$ cat config.mk
export PLATFORM = sky130hd
export DESIGN_NAME = duc_sps
export DESIGN_NICKNAME = d
export VERILOG_FILES = /design/src/rtl/duc_sps.sv
export SDC_FILE = /design/constraint.sdc
export NUM_CORES = 1
export LEC_CHECK = 0
export CAP_MARGIN = 20
export CORE_ASPECT_RATIO = 1.2
export CORE_MARGIN = 2
export CORE_UTILIZATION = 56
export CTS_CLUSTER_DIAMETER = 50
export DETAILED_ROUTE_END_ITERATION = 10
export MAX_ROUTING_LAYER = met4
export PLACE_DENSITY_LB_ADDON = 0.3
export SLEW_MARGIN = 15
export SYNTH_ARGS = -nofsm -noshare
export SYNTH_HDL_FRONTEND = slang
export SYNTH_SLANG_ARGS = --single-unit
$ cat constraint.sdc
create_clock -name clk -period 8.2 [get_ports clk]
set_input_delay 1.64 -clock clk [delete_from_list [all_inputs] [get_ports clk]]
set_output_delay 1.64 -clock clk [all_outputs]
set_load 0.02 [all_outputs]
$ cat src/rtl/duc_sps.sv
`default_nettype none
// ============================================================================
//  Module   : duc_sps
//  Purpose  : Symbol-rate-aware BPSK digital upconverter. Accepts signed
//             baseband symbols over a valid/ready handshake, holds each symbol
//             for SPS carrier strobes and multiplies it by the carrier sample.
//             The output is registered and strobed one cycle after each
//             carrier strobe.
//  Ports    : clk, rst_n (async, active low), clear (sync soft clear)
//             sym_in/sym_valid/sym_ready      : baseband symbol handshake
//             carrier_sig/carrier_vld         : carrier sample and strobe
//             duc_sig/duc_valid               : upconverted sample and strobe
//             underrun                        : no symbol at a symbol boundary
//  Revision : 1.0 - initial release
// ============================================================================
module duc_sps #(
    parameter int BWIDTH = 2,
    parameter int CWIDTH = 16,
    parameter int SPS    = 8
) (
    input  logic              clk,
    input  logic              rst_n,
    input  logic              clear,
    input  logic [BWIDTH-1:0] sym_in,
    input  logic              sym_valid,
    output logic              sym_ready,
    input  logic [CWIDTH-1:0] carrier_sig,
    input  logic              carrier_vld,
    output logic [CWIDTH-1:0] duc_sig,
    output logic              duc_valid,
    output logic              underrun
);

    localparam int                 c_CNT_W = (SPS > 1) ? $clog2(SPS) : 1;
    localparam int                 c_PW    = BWIDTH + CWIDTH;
    localparam logic [c_CNT_W-1:0] c_LAST  = c_CNT_W'(SPS - 1);
    localparam logic [c_CNT_W-1:0] c_ONE   = c_CNT_W'(1);

    typedef enum logic [0:0] {
        c_IDLE = 1'b0,
        c_RUN  = 1'b1
    } state_t;

    state_t              r_state_q, w_state_d;
    logic [BWIDTH-1:0]   r_sym_q, w_sym_d;
    logic [c_CNT_W-1:0]  r_cnt_q, w_cnt_d;
    logic [CWIDTH-1:0]   r_duc_sig_q, w_duc_sig_d;
    logic                r_duc_valid_q, w_duc_valid_d;
    logic                r_underrun_q, w_underrun_d;

    logic signed [c_PW-1:0] w_prod;
    logic                   w_boundary;
    logic                   w_unused_lsbs;

    // Both operands are sign-extended to the full product width so the
    // multiply is exact without relying on context-width rules.
    assign w_prod = $signed({{CWIDTH{r_sym_q[BWIDTH-1]}}, r_sym_q})
                  * $signed({{BWIDTH{carrier_sig[CWIDTH-1]}}, carrier_sig});

    // The low BWIDTH product bits are dropped by truncation.
    assign w_unused_lsbs = ^w_prod[BWIDTH-1:0];

    assign w_boundary = carrier_vld && (r_cnt_q == c_LAST);

    always_comb begin
        w_state_d     = r_state_q;
        w_sym_d       = r_sym_q;
        w_cnt_d       = r_cnt_q;
        w_duc_valid_d = carrier_vld;
        w_duc_sig_d   = carrier_vld ? w_prod[c_PW-1:BWIDTH] : r_duc_sig_q;
        w_underrun_d  = 1'b0;
        sym_ready     = 1'b0;

        if (clear) begin
            // Clear wins over both the handshake and the strobe; the output
            // sample is left untouched, only its strobe is suppressed.
            w_state_d     = c_IDLE;
            w_sym_d       = '0;
            w_cnt_d       = '0;
            w_duc_valid_d = 1'b0;
            w_duc_sig_d   = r_duc_sig_q;
        end else begin
            case (r_state_q)
                c_IDLE: begin
                    // sym_reg is zero here, so IDLE strobes emit zero samples.
                    sym_ready = 1'b1;
                    if (sym_valid) begin
                        w_sym_d   = sym_in;
                        w_cnt_d   = '0;
                        w_state_d = c_RUN;
                    end
                end
                c_RUN: begin
                    sym_ready = w_boundary;
                    if (carrier_vld) begin
                        if (w_boundary) begin
                            w_cnt_d = '0;
                            if (sym_valid) begin
                                w_sym_d = sym_in;
                            end else begin
                                w_sym_d      = '0;
                                w_state_d    = c_IDLE;
                                w_underrun_d = 1'b1;
                            end
                        end else begin
                            w_cnt_d = r_cnt_q + c_ONE;
                        end
                    end
                end
                default: begin
                    w_state_d = c_IDLE;
                    w_sym_d   = '0;
                    w_cnt_d   = '0;
                end
            endcase
        end
    end

    always_ff @(posedge clk or negedge rst_n) begin
        if (!rst_n) begin
            r_state_q     <= c_IDLE;
            r_sym_q       <= '0;
            r_cnt_q       <= '0;
            r_duc_sig_q   <= '0;
            r_duc_valid_q <= 1'b0;
            r_underrun_q  <= 1'b0;
        end else begin
            r_state_q     <= w_state_d;
            r_sym_q       <= w_sym_d;
            r_cnt_q       <= w_cnt_d;
            r_duc_sig_q   <= w_duc_sig_d;
            r_duc_valid_q <= w_duc_valid_d;
            r_underrun_q  <= w_underrun_d;
        end
    end

    assign duc_sig   = r_duc_sig_q;
    assign duc_valid = r_duc_valid_q;
    assign underrun  = r_underrun_q;

endmodule
`default_nettype wire

-- Word level (Yosys, flattened, before mapping)
Cells that the tools add are included.
- $lt $le $gt $ge: 0
- multiply operators: 1
- shifts and indexed selects: 0
- mux-type cells: 24
- divide/modulo/power cells: 0
- reduce and logical (&&, ||, !) cells: 4
- bitwise logic cells: 2
- equal/unequal tests: 4
- $add $sub $neg: 1
- operators by type and width (cell ; number):
    $mul A2 B16 Y18 ; 1
    $mux W3 ; 4
    $mux W1 ; 11
    $mux W2 ; 5
    $ne A3 B3 Y1 const B ; 2
    $pmux W3 S2 ; 1
    $pmux W1 S2 ; 2
    $pmux W2 S2 ; 1
    $reduce_and A2 Y1 ; 2
    $add A3 B1 Y3 const B ; 1
    $eq A3 B3 Y1 const B ; 1
    $ne A3 B2 Y1 const B ; 1
    $reduce_and A3 Y1 ; 1
    $not A1 Y1 ; 2
    $logic_and A1 B1 Y1 ; 1
- input bits: 23
- latch bits: 0
- output and inout bits: 19
- memories: 0
- register bits: 24
- bits in read-only memories: 0
- bits in writable memories: 0

-- Logic depth before layout (Yosys ltp)
Gate-level depths: netlist (run 1).
- depth after elaboration: 6
- mapped depth: 14
- mapped depth without buffers: 13

-- Worst setup path after synthesis (run 1)
No wires, ideal clock.
- path type: input port to flip-flop
- start: input carrier_sig[1]
- end: register r_duc_sig_q[14], in the netlist duc_sig[14]
- library setup time: 0.131 ns
- buffers on the path: 0
- stages: 12
- path slack: 4.103 ns
- data arrival time: 3.966 ns
- cells stage by stage: and2_1 > ha_1 > a21o_1 > ha_1 > inv_1 > fa_1 > and2b_1 > o21ai_1 > a21o_1 > a2111oi_0 > nor3_1 > or3_1
- cells in the longest elaborated chain, start to end: 1
- RTL lines (what ; RTL line ; source):
    from (decl) ; 27 ; input logic [CWIDTH-1:0] carrier_sig,
    $mul A2 B16 Y18 ; 58 ; * $signed({{BWIDTH{carrier_sig[CWIDTH-1]}}, carrier_sig});
    to (signal assigned) ; 131 ; r_duc_sig_q <= w_duc_sig_d;
    to (decl) ; 47 ; logic [CWIDTH-1:0] r_duc_sig_q, w_duc_sig_d;
Every way passes these cells.
A chain may end at the register's enable or synchronous reset.

-- Worst setup path after layout (run 1)
- start: input carrier_vld
- end: output sym_ready
- cells in the longest elaborated chain, start to end: 3
- RTL lines (what ; RTL line ; source):
    from (decl) ; 28 ; input logic carrier_vld,
    $logic_and A1 B1 Y1 ; 63 ; assign w_boundary = carrier_vld && (r_cnt_q == c_LAST);
    $pmux W1 S2 ; 83 ; case (r_state_q)
    $mux W1 ; 74 ; if (clear) begin
    to (decl) ; 26 ; output logic sym_ready,
Every way passes these cells.

==> results.cfg, run 1 <==
[synth]
seq_area_frac_synth = 0.293
synth_cells = 249
synth_top_family_by_area = simple AND/OR/NAND/NOR gates
synth_fa_ha_area_frac = 0.205
synth.avg_cell_area_um2 = 8.25
synth_area_um2 = 2050
synth_compound_area_frac = 0.203
yosys-top-cells-count = ha_1, nand2_1, nor2_1
ys_types = 40
synth_top_area_cell = dfrtp_1
synth_top_area_frac = 0.293
synth_xor_area_frac = 0.0256
synthSimpleGateAreaFrac = 0.235
ys.flop_type = dfrtp_1
ys_warn_count = 0
synth-edff-count = 0
muxShareOfSynthArea = 0
synth_nets = 305
async_reset_ff_frac = 1.00
synth-seq-cells = 24
yosysMostFrequentCell = ha_1
synthTopCellsByArea = dfrtp_1, ha_1, nand2_1

[detailed_routing]
drc_errors = 0
post_drt_via_cell_ratio = 5.70
wire_per_inst_um = 13.3
num_vias = 1859
wl_um = 4340
drtIter0Drc = 71
drt_first_pass_iters = 4
postRouteAntennaNets = 0

[die]
coreArea_um2 = 3570
io_pins = 42
die-area_um2 = 4170
start_util = 0.575
die_w_um = 59.3
rows = 24
die_h_um = 70.3

[placement]
dpl.hpwl_um = 3330
gp_congestion = 0.826
numPortBuffers = 41

[clock_tree]
cts_inserted_buffers = 3
cts_root_buf = clkbuf_8
cts.repair.resized = 0
cts_sinks = 24
clock_path_buffers = 2
ctsHoldBuffers = 0
clk_latency_ns = 0.27
clkTransAtPathRegs_ns = 0.09
cts_tree = done
post_cts_buffers = 0
htree_num_levels = 1

[hold_path]
worstHoldPathCells = 2
hold_class = flip-flop to flip-flop

[layout]
drive_above_1_share = 0.0279
post-route-util = 0.715
finalNetCount = 344
area_growth_pct = 24.4
antenna_cells = 0

[timing]
holdWs_ns = 0.481
tightestPinTransition_ns = 0.539
fin_crit_sh = 0.581
slew_headroom = 0.640
hold_viol = 0
period_needed_ns = 4.76
grt_setup_unrepaired = no
tns_ns = 0
fmaxAchievable_mhz = 210
setup_viol = 0
finClkSkew_ns = 0.000555
report.final.slew_viol_count = 0

[worst_setup_path]
crit_path_max_fanout = 8
critical_path.endpoint = sym_ready
reg2reg_from = r_sym_q[1]$_DFFE_PN0P_
cp.required_ns = 6.56
startpoint = carrier_vld
critPathLaunchType = primary input
end_kind = primary output
worstRegToRegCells = 13
cp.arrival_ns = 3.12
regToRegSetupSlack_ns = 4.61
path_class = primary input to primary output
r2r_end = duc_sig[14]$_DFFE_PN0P_

[global_route]
overflow = 0
grt_max_degree = 35
grt_pass1_vias = 1879
grt_pass1_wl_um = 7970
antenna_found_initial = 0
track_usage = 0.245

[power_and_ir_drop]
irDropWorstVdd_mv = 0.0878
swShare = 0.302
powerDensity_nw_per_um2 = 141
p_int_uw = 250
clockPowerShare = 0.296
switching_power_uw = 108
pwr-share-comb = 0.311
leakage_uw = 0.00126
seqPwrFrac = 0.393

[job]
cap_violations = 0

[outcome]
outcome = finished, final reports clean
==> critical path, stage by stage <==
cell and delay, ns:
clkdlybuf4s50_1 0.59, a21boi_0 0.18, nor2_1 0.11, clkdlybuf4s50_1 0.60
==> logic make-up (layout without fill, tap and decap cells) <==
group / after synthesis / in the layout
xor+xnor: 6 / 6
compound gates: 65 / 65
buf+inv: 21 / 59
fa+ha+maj: 33 / 33
simple gates: 100 / 100
flops: 24 / 24
==> layout make-up <==
| type | count | area (µm²) |
|---|---|---|
| clock buffers | 3 | 41.3 |
| flip-flops and latches | 24 | 601 |
| repair buffers | 42 | 413 |
| clock inverters | 1 | 30.0 |
| multi-input cells | 204 | 1370 |
| fillers | 305 | 1020 |
| well taps | 39 | 48.8 |
| inverters | 13 | 48.8 |
==> routing by layer <==
metal	wire length (µm)	GRT usage	vias up
li1	-	-	958
met1	1970	0.297	855
met2	2200	0.416	40
met3	134	0.0278	6
met4	40	0.0758	0
met5	0	-	-
==> sequential cells by signal, summed over array words and instances (netlist names) <==
signal and flops:
underrun 1, r_cnt_q 3, duc_sig 16, duc_valid 1
r_state_q 1, r_sym_q 2
==> worst min path at each step <==
stage	startpoint	endpoint
floorplan	r_cnt_q[2]$_DFFE_PN0P_	r_cnt_q[2]$_DFFE_PN0P_
global placement	duc_sig[5]$_DFFE_PN0P_	duc_sig[5]$_DFFE_PN0P_
detailed placement	duc_sig[3]$_DFFE_PN0P_	duc_sig[3]$_DFFE_PN0P_
CTS	duc_sig[3]$_DFFE_PN0P_	duc_sig[3]$_DFFE_PN0P_
global route	duc_sig[11]$_DFFE_PN0P_	duc_sig[11]$_DFFE_PN0P_
finish	duc_sig[3]$_DFFE_PN0P_	duc_sig[3]$_DFFE_PN0P_
==> per-stage QoR <==
stage	instances	total power [µW]	setup WS [ns]	area [µm²]
final	326	359	3.44	2550
after global placement	322	253	3.45	2490
after floorplan	249	205	4.10	2050
after CTS	326	361	3.43	2560
after global routing	326	379	3.35	2550
after detailed placement	322	256	3.43	2490
==> power groups by stage <==
stage	logic (µW)	registers (µW)	clock network, µW
3_3_place_gp	110	143	0
2_1_floorplan	48.9	156	0
4_1_cts	113	141	107
5_1_grt	124	143	112
6_report	112	141	106
3_5_place_dp	112	144	0
==> cells in the final DEF, fill, tap and decap left out, drive strengths merged, types with 2 or more instances in the layout <==
master / count
and3: 4
nor3: 4
dfrtp: 24
nor2: 29
buf: 2
and2: 15
nand3: 3
a221oi: 2
nand2: 29
xnor2: 4
nand4: 2
a2111oi: 2
xor2: 2
or3: 3
o21a: 3
clkbuf: 3
nand3b: 2
o21ai: 20
clkdlybuf4s50: 40
o31ai: 4
nor3b: 3
a21o: 8
a211oi: 3
ha: 32
nand2b: 2
a31oi: 2
o211ai: 2
inv: 13
nor2b: 2
a21oi: 14
Note: power is estimated with default switching activity, not from simulation.
==> inputs of run 2 (changes only) <==
- CORE_UTILIZATION: 56 -> 52
- clock period: 8.2 -> 5 ns (I/O delays scaled with it)
==> results.cfg, run 2 (same netlist as run 1, synthesis figures left out) <==
[outcome]
outcome = finished, final reports clean

[layout]
finalInstanceArea_um2 = 2570
layout_common_cells = clkdlybuf4s50_1, ha_1, nor2_1, nand2_1, dfrtp_1
largest_reg_flops = 16
area_growth_pct = 25.3
fin_cells = 341
drive_above_1_share = 0.0279
antenna_cells = 0
finalNetCount = 344
final_common_cell = clkdlybuf4s50_1

[worst_setup_path]
cp.required_ns = 5.16
critPathLaunchType = primary input
reg2reg_from = r_sym_q[1]$_DFFE_PN0P_
cp_top_family = compound AO/OA/AOI/OAI gates
end_kind = flip-flop
startpoint = carrier_sig[1]
max_stage_delay_ns = 0.45
path_class = primary input to flip-flop
regToRegSetupSlack_ns = 1.45
worstRegToRegCells = 13
critPathSlowestCell = a2111oi_0
path_cells = clkdlybuf4s50_1 -> and2_1 -> ha_1 -> a21o_1 -> ha_1 -> inv_1 -> fa_1 -> and2b_1 -> o21ai_1 -> a21o_1 -> a2111oi_0 -> nor3_1 -> or3_1
crit_path_max_fanout = 4
cp_num_buf_inv = 2
r2r_end = duc_sig[14]$_DFFE_PN0P_
cp.arrival_ns = 4.00

[detailed_routing]
wl_met2_um = 2160
wl_met3_um = 104
wl_met1_um = 1900
drc_errors = 0
num_vias = 1827
postRouteAntennaNets = 0
wire_per_inst_um = 12.3
drtIter0Drc = 83
drt_first_pass_iters = 4
post_drt_via_cell_ratio = 5.36
wl_um = 4210
top_layer_used = met4

[global_route]
grt_pass1_wl_um = 7430
track_usage = 0.217
grt_max_degree = 33
grt_pass1_vias = 1766
antenna_found_initial = 0
overflow = 0

[clock_tree]
post_cts_buffers = 0
cts.repair.resized = 0
cts_tree = done
clk_latency_ns = 0.28
htree_num_levels = 1
ctsHoldBuffers = 0
cts_root_buf = clkbuf_8
cts_inserted_buffers = 3
cts_sinks = 24
clkTransAtPathRegs_ns = 0.09
clock_path_buffers = 2

[die]
rows = 25
io_pins = 42
die_h_um = 72.8
die-area_um2 = 4470
start_util = 0.529
die_w_um = 61.4
coreArea_um2 = 3880

[placement]
dpl_cell_area_um2 = 2510
gp_congestion = 0.890
dp.cells = 337
dpl.hpwl_um = 3210
numPortBuffers = 41

[timing]
tightestPinTransition_ns = 0.559
holdWs_ns = 0.483
hold_viol = 0
period_needed_ns = 3.83
tns_ns = 0
fmaxAchievable_mhz = 261
slew_headroom = 0.627
report.final.slew_viol_count = 0
grt_setup_unrepaired = no
finClkSkew_ns = 0.00138
setup_viol = 0
fin_crit_sh = 0.767

[power_and_ir_drop]
p_total_uw = 592
leakage_uw = 0.00126
irDropWorstVdd_mv = 0.137
powerDensity_nw_per_um2 = 230

[job]
cap_violations = 0

[hold_path]
holdPathEnd = duc_sig[1]$_DFFE_PN0P_
hold_start = duc_sig[1]$_DFFE_PN0P_
hold_class = flip-flop to flip-flop
worstHoldPathCells = 2
run 2: where the power goes:
part           leakage [µW]  switching (µW)  total, µW  internal (µW)
Combinational      0.000911            93.8        182           87.8
Sequential         0.000318            15.7        231            216
Clock             0.0000357            71.7        179            107
run 2: how the worst max path moves through the flow:
stage	end	slack, ns	depth (start not counted)
6_report	duc_sig[14]$_DFFE_PN0P_	1.17	13
5_1_grt	duc_sig[14]$_DFFE_PN0P_	0.98	13
4_1_cts	duc_sig[14]$_DFFE_PN0P_	1.15	13
3_5_place_dp	duc_sig[14]$_DFFE_PN0P_	0.84	13
3_3_place_gp	duc_sig[14]$_DFFE_PN0P_	1.02	13
2_1_floorplan	duc_sig[14]$_DFFE_PN0P_	1.54	12
run 2: per-layer routing:
layer  vias up  GRT usage
li1        958          -
met1       835      0.267
met2        27      0.378
met3         7     0.0213
met4         0     0.0496
met5         -          -
run 2: cell type report:
| type | instances | area [µm²] |
|---|---|---|
| clock buffers | 3 | 41.3 |
| clock inverters | 1 | 30.0 |
| fillers | 347 | 1310 |
| inverters | 13 | 48.8 |
| multi-input cells | 204 | 1370 |
| flip-flops and latches | 24 | 601 |
| well taps | 54 | 67.6 |
| repair buffers | 42 | 413 |
run 2: stage by stage:
stage | setup WS, ns | utilization
finish | 1.17 | 0.663
global route | 0.981 | 0.663
CTS | 1.15 | 0.665
detailed placement | 0.836 | 0.646
global placement | 1.02 | 0.646
floorplan | 1.54 | -
run 2: worst min-delay path: stages (launching register included):
cell     delay [ns]
dfrtp_1        0.35
nand2_1        0.04
o21ai_0        0.06
